### src/rtl/sprite_rom_arbiter.sv
// Round-robin, burst-limited arbiter sharing one synchronous-read sprite ROM port.
// Define SPRITE_ARB_FIXED_PRIO_EN for a plain lowest-index-wins arbiter.
module sprite_rom_arbiter #(
    parameter  int NUM_REQ   = 4,
    parameter  int ADDR_W    = 19,
    parameter  int DATA_W    = 24,
    parameter  int MAX_BURST = 8,
    localparam int ID_W      = (NUM_REQ > 1) ? $clog2(NUM_REQ) : 1
) (
    input  logic                      Clk,
    input  logic                      Reset_n,
    input  logic [NUM_REQ-1:0]        req_i,
    input  logic [NUM_REQ*ADDR_W-1:0] addr_i,
    output logic [NUM_REQ-1:0]        gnt_o,
    output logic [ADDR_W-1:0]         rom_addr_o,
    input  logic [DATA_W-1:0]         rom_data_i,
    output logic                      rsp_valid_o,
    output logic [ID_W-1:0]           rsp_id_o,
    output logic [DATA_W-1:0]         rsp_data_o
);

    // Returns {found, index} of the first set request among count slots from start.
    function automatic logic [ID_W:0] f_search(input logic [NUM_REQ-1:0] req,
                                               input int start, input int count);
        logic           found;
        logic [ID_W-1:0] idx;
        int             j;
        found = 1'b0;
        idx   = '0;
        for (int i = 0; i < NUM_REQ; i++) begin
            j = start + i;
            if (j >= NUM_REQ) j = j - NUM_REQ;
            if (!found && (i < count) && req[j[ID_W-1:0]]) begin
                found = 1'b1;
                idx   = j[ID_W-1:0];
            end
        end
        return {found, idx};
    endfunction

    logic [ID_W:0]   w_search;
    logic            w_found;
    logic [ID_W-1:0] w_idx;
    logic            r_rsp_valid;
    logic [ID_W-1:0] r_rsp_id;

`ifdef SPRITE_ARB_FIXED_PRIO_EN
    always_comb begin
        w_search = f_search(req_i, 0, NUM_REQ);
        w_found  = w_search[ID_W];
        w_idx    = w_search[ID_W-1:0];
    end
`else
    typedef enum logic {ST_IDLE, ST_OWN} state_t;

    state_t          r_state, w_state_next;
    logic [ID_W-1:0] r_owner, w_owner_next;
    logic [ID_W-1:0] r_rr_ptr, w_rr_next;
    logic [7:0]      r_burst_cnt, w_burst_next;
    logic [ID_W-1:0] w_owner_inc;

    assign w_owner_inc = (r_owner == ID_W'(NUM_REQ - 1)) ? '0 : r_owner + 1'b1;

    always_comb begin
        w_search     = '0;
        w_found      = 1'b0;
        w_idx        = '0;
        w_state_next = r_state;
        w_owner_next = r_owner;
        w_rr_next    = r_rr_ptr;
        w_burst_next = r_burst_cnt;
        case (r_state)
            ST_IDLE: begin
                w_search = f_search(req_i, int'(r_rr_ptr), NUM_REQ);
                if (w_search[ID_W]) begin
                    w_found      = 1'b1;
                    w_idx        = w_search[ID_W-1:0];
                    w_owner_next = w_search[ID_W-1:0];
                    w_burst_next = 8'd1;
                    w_state_next = ST_OWN;
                end
            end
            default: begin
                if (req_i[r_owner] && (r_burst_cnt < 8'(MAX_BURST))) begin
                    w_found      = 1'b1;
                    w_idx        = r_owner;
                    w_burst_next = r_burst_cnt + 8'd1;
                end else begin
                    // Only the other requesters are searched; the owner is the fallback.
                    w_search = f_search(req_i, int'(w_owner_inc), NUM_REQ - 1);
                    if (w_search[ID_W]) begin
                        w_found      = 1'b1;
                        w_idx        = w_search[ID_W-1:0];
                        w_owner_next = w_search[ID_W-1:0];
                        w_burst_next = 8'd1;
                        w_rr_next    = w_owner_inc;
                    end else if (req_i[r_owner]) begin
                        w_found      = 1'b1;
                        w_idx        = r_owner;
                        w_burst_next = 8'd1;
                    end else begin
                        w_state_next = ST_IDLE;
                        w_rr_next    = w_owner_inc;
                    end
                end
            end
        endcase
    end

    always_ff @(posedge Clk or negedge Reset_n) begin
        if (!Reset_n) begin
            r_state     <= ST_IDLE;
            r_owner     <= '0;
            r_rr_ptr    <= '0;
            r_burst_cnt <= '0;
        end else begin
            r_state     <= w_state_next;
            r_owner     <= w_owner_next;
            r_rr_ptr    <= w_rr_next;
            r_burst_cnt <= w_burst_next;
        end
    end
`endif

    always_ff @(posedge Clk or negedge Reset_n) begin
        if (!Reset_n) begin
            r_rsp_valid <= 1'b0;
            r_rsp_id    <= '0;
        end else begin
            r_rsp_valid <= w_found;
            r_rsp_id    <= w_idx;
        end
    end

    // Grants are masked while in reset so nothing reaches the ROM.
    assign gnt_o       = (w_found && Reset_n) ? (NUM_REQ'(1) << w_idx) : '0;
    assign rom_addr_o  = (w_found && Reset_n) ? addr_i[w_idx*ADDR_W +: ADDR_W] : '0;
    assign rsp_valid_o = r_rsp_valid;
    assign rsp_id_o    = r_rsp_id;
    assign rsp_data_o  = rom_data_i;

endmodule

### config.mk
export PLATFORM = sky130hd
export DESIGN_NAME = sprite_rom_arbiter
export DESIGN_NICKNAME = d
export VERILOG_FILES = /design/src/rtl/sprite_rom_arbiter.sv
export SDC_FILE = /design/constraint.sdc
export NUM_CORES = 1
export LEC_CHECK = 0
export CAP_MARGIN = 0
export CORE_ASPECT_RATIO = 1.5
export CORE_MARGIN = 2
export CORE_UTILIZATION = 34
export CTS_BUF_LIST = sky130_fd_sc_hd__clkbuf_8
export DETAILED_ROUTE_END_ITERATION = 6
export PLACE_DENSITY = 0.84
export REMOVE_ABC_BUFFERS = 1
export SKIP_LAST_GASP = 1
export SLEW_MARGIN = 10
export SYNTH_ARGS = -nofsm -noshare
export SYNTH_HDL_FRONTEND = slang
export SYNTH_SLANG_ARGS = --single-unit
### constraint.sdc
create_clock -name Clk -period 3.65 [get_ports Clk]
set_clock_uncertainty 0.1 [all_clocks]
set_input_delay 0.73 -clock Clk [delete_from_list [all_inputs] [get_ports Clk]]
set_output_delay 0.73 -clock Clk [all_outputs]
set_load 0.005 [all_outputs]
==> results of run 1 <==
-- metrics by stage --
| step | instances | setup WS [ns] |
|---|---|---|
| CTS | 392 | -0.197 |
| detailed placement | 374 | -0.626 |
| finish | 401 | -0.128 |
| floorplan | 172 | -1.93 |
| global placement | 374 | -0.579 |
| global route | 401 | -0.242 |
-- Yosys cell counts (2+ instances only) --
master and instances:
nor2_1 17, inv_1 5, mux2_2 3, buf_2 2, ha_1 2, and2_1 3, dfrtp_1 15, nand3_1 3
o22ai_1 21, buf_4 26, a31oi_1 6, a21oi_1 11, nand2b_1 3, mux2i_1 40, buf_6 10, o21ai_0 9
nand2_1 7, nor4_1 2
-- final timing paths --
kind / end / slack (ns) / from / cells after the start
setup reg to reg: r_burst_cnt[2] / 1.23 / r_owner[0] / 10
setup / recovery: rom_addr_o[12] / -0.13 / r_owner[0] / 11
max in group asynchronous: r_burst_cnt[2] / 2.30 / Reset_n / 2
min in group asynchronous: r_owner[1] / 0.66 / Reset_n / 1
hold / removal: r_burst_cnt[0] / 0.40 / r_burst_cnt[0] / 1
hold reg to reg: r_burst_cnt[0] / 0.40 / r_burst_cnt[0] / 1
-- kinds of logic after synthesis --
kind of cell,Yosys count,share of synthesized area
AOI/OAI and AO/OA,55,0.194
adders and majority gates,2,0.0134
buffers and inverters,44,0.188
DFF,15,0.201
muxes,43,0.233
and+or+nand+nor,52,0.171
-- registers in the layout, summed over array words and instances, names as in the netlist --
register,cells
rsp_id_o,2
r_owner,2
r_burst_cnt,8
rsp_valid_o,1
r_rr_ptr,2
-- per-layer routing --
layer	vias up	wire length (um)	global-route usage
met5	-	0	0
met4	0	700	0.236
met3	47	525	0.0763
met2	110	4130	0.462
met1	972	2250	0.207
li1	997	-	-
-- what timing repair did --
item	in CTS	in global routing
resized for setup	43	43
setup endpoints to repair	23	22
hold buffers	0	0
pin swaps	4	4
cloned	2	0
setup buffers	12	9
hold endpoints to repair	0	0
-- cell type report --
class	count	area, sq um
clock inverters	1	5.00
clock buffers	3	41.3
flip-flops and latches	15	375
inverters	5	18.8
well taps	70	87.6
multi-input cells	152	1300
fillers	436	2020
repair buffers	155	1520
-- worst max-delay path, delay by kind of cell, from the launching register on --
family,cells,cell delay (ns)
buffers and inverters,4,1.00
muxes,3,0.68
AOI/OAI and AO/OA,3,0.45
DFF,1,0.41
and+or+nand+nor,1,0.15
-- layout by cell type (no fill, tap or decap), types with 2 or more instances in the layout --
cell type	instances
nand3_1	3
mux2i_2	4
a31oi_1	5
nand2b_1	3
nor2_1	17
buf_4	37
mux2_2	2
inv_1	5
clkbuf_2	6
nand2_1	7
buf_12	5
dfrtp_1	15
dlygate4sd2_1	3
mux2i_1	32
o21ai_0	8
clkdlybuf4s50_1	82
o22ai_1	20
mux2i_4	4
buf_2	5
and2_1	3
buf_16	2
clkbuf_8	3
dlymetal6s2s_1	10
a21oi_1	10
buf_6	3
-- power groups by stage --
| stage | clock, mW | combinational [mW] | sequential [mW] |
|---|---|---|---|
| after floorplan | 0 | 1.10 | 0.281 |
| after global placement | 0 | 1.91 | 0.276 |
| after detailed placement | 0 | 1.94 | 0.281 |
| after CTS | 0.140 | 2.32 | 0.284 |
| after global routing | 0.150 | 2.71 | 0.297 |
| final | 0.138 | 2.55 | 0.285 |
==> reports/summary.txt, run 1 <==
status - complete, but fails checks
failing checks - setup timing
setup violators final - 5
die area - 6110 sq um
fin crit share - 1.04
core area - 5370 sq um
DP Area - 2940 sq um
Max rail drop VDD - 0.000521 V
Critical Path Source Type - flip-flop
Slew @ Worst Pin - 0.392 ns
Post-route DRC - 0
count of different cell masters after synthesis - 44
initial antenna violation count - 0
slowest cell on the critical path - clkdlybuf4s50_1
Longest Clk Path Bufs - 2
fmax - 265 MHz
top cell type by total area after synthesis - mux2i_1
GRT Util Overall - 0.251
YS warnings - 0
I/O Pins - 156
post-DP HPWL - 5690 um
slowest stage delay, CP - 0.52 ns
vias per cell - 5.30
Mapped Area - 1870 sq um
post-layout util - 0.624
vias in the first global route - 2226
RSZ-0062 raised after global routing - yes
clock network fraction of total power - 0.046
largest net degree at the start of global routing - 15
Initial Utilization - 0.348
synth top area cells - mux2i_1 (21%), dfrtp_1 (20%), buf_4 (10%)
clk slew on worst S/H paths - 0.06 ns
Post-synth EDFFs - 0
Tightest Hold Check Type - reg2reg
routability cong. - 0.901
Top FF cell, synth - dfrtp_1
Iteration-0 DRC Markers - 129
Pwr Total - 2.97 mW
CTS tree - done
post-synthesis register bit count - 15
Post-synth ARST share - 1.00
share of cells above drive strength 1 - 0.287
I/O Buffers - 107
Syn Inst Count - 211
kind of critical path - reg2out
# diodes - 0
most common cell type on the critical path - mux2i_4
Max Cap Viol - 0
drt wl/cell - 19.0 um
relative max-transition margin - 0.739
Pre-antenna DRT Iters - 6
sequential power share - 0.096
switching share of power - 0.394
total number of vias - 2126
Synth-to-Final Area Change - 79.5%
WP data required - 2.82 ns
Combinational Power Share - 0.858
cts bufs inserted - 3
P per Cell Area - 888 nW/um^2
post-route ant nets - 0
Post-Route WL - 7610 um
total leakage power - 1.54 nW
post-route worst setup slack - -0.128 ns
CTS root buffer - clkbuf_8
Avg Synthesized Cell Area - 8.84 sq um
fin area - 3350 sq um
Final Net Count - 440
Critical Path Fanout Max - 9
worst-skew pair later-pin latency - 0.25 ns
Die Span X - 64.5 um
GRT overflow - 0
Synth top area share - 0.215
worst path cell trace - buf_4, mux2i_4, mux2_4, nor3_4, o2bb2ai_2, o21bai_4, buf_6, buf_12, mux2i_4, o22ai_1, clkdlybuf4s50_1
H-tree Lvls - 1
Hold Violations, Final - 0
Tmin final - 3.78 ns
CP endpoint kind - output port
Int Pwr - 1.80 mW
endpoint arrival time on the critical path - 2.95 ns
final hold slack - 0.398 ns
Slew Viols, Final - 0
first-pass GRT wire length - 11600 um
clock sinks - 15
die height - 94.7 um
Row Count - 33
Psw - 1.17 mW
Fin Setup TNS - -0.371 ns
Seq/Total Area, Yosys - 0.201
No activity file was read; power rests on OpenSTA's default activity.
==> inputs of run 2 (changes only) <==
Settings changed: CORE_ASPECT_RATIO 1.5 to 0.8.
==> run 2 against run 1 <==
The flow still finishes with violations (setup timing). Wire length is 11% higher. Sequential power is 2% higher. Clock power is 3% lower. Via count is 9.2% higher. Power is 9.5% higher. Final cell count is 2.5% higher. Global-route usage is 0.93 points higher. Die area is 0.14% lower. Sequential share of layout area is 0.65 points lower. Critical endpoint is now rom_addr_o[0].
==> reports/summary.txt, run 2 (synthesis results as in run 1) <==
total number of vias - 2322
cts bufs inserted - 3
worst-skew pair later-pin latency - 0.26 ns
CTS tree - done
Die Span X - 86.8 um
final hold slack - 0.409 ns
I/O Pins - 156
post-layout util - 0.661
clock sinks - 15
relative max-transition margin - 0.474
Post-Route WL - 8420 um
drt wl/cell - 20.5 um
Critical Path Fanout Max - 6
share of cells above drive strength 1 - 0.413
Max rail drop VDD - 0.000465 V
Critical Path Source Type - flip-flop
Iteration-0 DRC Markers - 109
commonest non-fill, non-tap cell in the layout - clkdlybuf4s50_1
GRT overflow - 0
Synth-to-Final Area Change - 90.5%
fin crit share - 1.01
Post-route DRC - 0
status - complete, but fails checks
Tightest Hold Check Type - reg2reg
Tmin final - 3.67 ns
die area - 6100 sq um
Slew Viols, Final - 0
kind of critical path - reg2out
Max Cap Viol - 0
clk slew on worst S/H paths - 0.06 ns
# diodes - 0
failing checks - setup timing
fmax - 272 MHz
CTS root buffer - clkbuf_8
total leakage power - 1.55 nW
GRT Util Overall - 0.260
initial antenna violation count - 0
die height - 70.3 um
Fillers - 410
RSZ-0062 raised after global routing - yes
Initial Utilization - 0.347
Longest Clk Path Bufs - 2
vias per cell - 5.65
first-pass GRT wire length - 12300 um
routability cong. - 0.894
Multi-input gate area - 1430 sq um
hold_buf cts - 0
WP data required - 2.82 ns
Final Net Count - 455
vias in the first global route - 2369
Hold Violations, Final - 0
setup violators final - 5
post-route worst setup slack - -0.0236 ns
max reg flops - 8
Reg with most FFs - r_burst_cnt
P per Cell Area - 916 nW/um^2
most frequent cells in the layout - clkdlybuf4s50_1 (80), buf_4 (45), mux2i_1 (35), buf_2 (20)
largest net degree at the start of global routing - 15
H-tree Lvls - 1
endpoint arrival time on the critical path - 2.84 ns
Register Area - 375 sq um
Slew @ Worst Pin - 0.782 ns
post-route ant nets - 0
Pre-antenna DRT Iters - 4
I/O Buffers - 107
post-DP HPWL - 5190 um
core area - 5380 sq um
CP endpoint kind - output port
Row Count - 24
[run 2: what timing repair did]
item	4_1_cts	5_1_grt
pin swaps	17	17
setup buffers	29	5
endpoints found under the setup margin	23	24
gates resized for setup	114	48
cloned	4	0
[run 2: area by class of cell]
type                    count  area share
inverters                   5     0.00528
well taps                  65      0.0229
flip-flops and latches     15       0.106
clock buffers               3      0.0116
clock inverters             1     0.00106
repair buffers            170       0.451
multi-input cells         152       0.402
[run 2: per-stage QoR]
stage               setup WS [ns]  area, sq um  TNS (ns)  total power [mW]  instances
floorplan                   -1.93         1530    -44.71              1.38        172
global placement           -0.606         2940    -12.59              2.20        371
detailed placement         -0.659         2940    -13.43              2.24        371
CTS                        0.0114         3420         0              2.92        406
global route              -0.0904         3550     -1.11              3.41        411
finish                    -0.0236         3550   -0.0704              3.25        411
[run 2: worst paths after layout]
path / startpoint / end / slack, ns / depth (start not counted)
setup / recovery: r_owner[1] / rom_addr_o[0] / -0.02 / 10
hold / removal: r_burst_cnt[0] / r_burst_cnt[0] / 0.41 / 1
setup reg to reg: r_owner[1] / r_owner[0] / 0.13 / 20
hold reg to reg: r_burst_cnt[0] / r_burst_cnt[0] / 0.41 / 1
max in group asynchronous: Reset_n / r_burst_cnt[4] / 2.30 / 2
min in group asynchronous: Reset_n / rsp_id_o[1] / 0.65 / 1
[run 2: metal layers]
metal  GRT usage  vias to the layer above  wire length [um]
met5      0.0182                        -                 0
met4      0.0677                        0               194
met3       0.103                       24               777
met2       0.421                      151              4210
met1       0.320                     1116              3230
li1            -                     1031                 -
[run 2: worst max-delay path, cell delays in order (launching register included)]
cell       delay, ns
dfrtp_1         0.42
ha_4            0.21
or2_4           0.27
a31oi_4         0.22
o32ai_4         0.13
nor3b_4         0.17
o311a_4         0.39
nand3b_4        0.21
bufbuf_16       0.31
o22ai_2         0.10
buf_2           0.14
[run 2: report_power, final]
part / internal (mW) / total, mW / switching (mW)
Combinational: 1.59 / 2.83 / 1.24
Sequential: 0.223 / 0.292 / 0.0688
Clock: 0.0747 / 0.134 / 0.0596
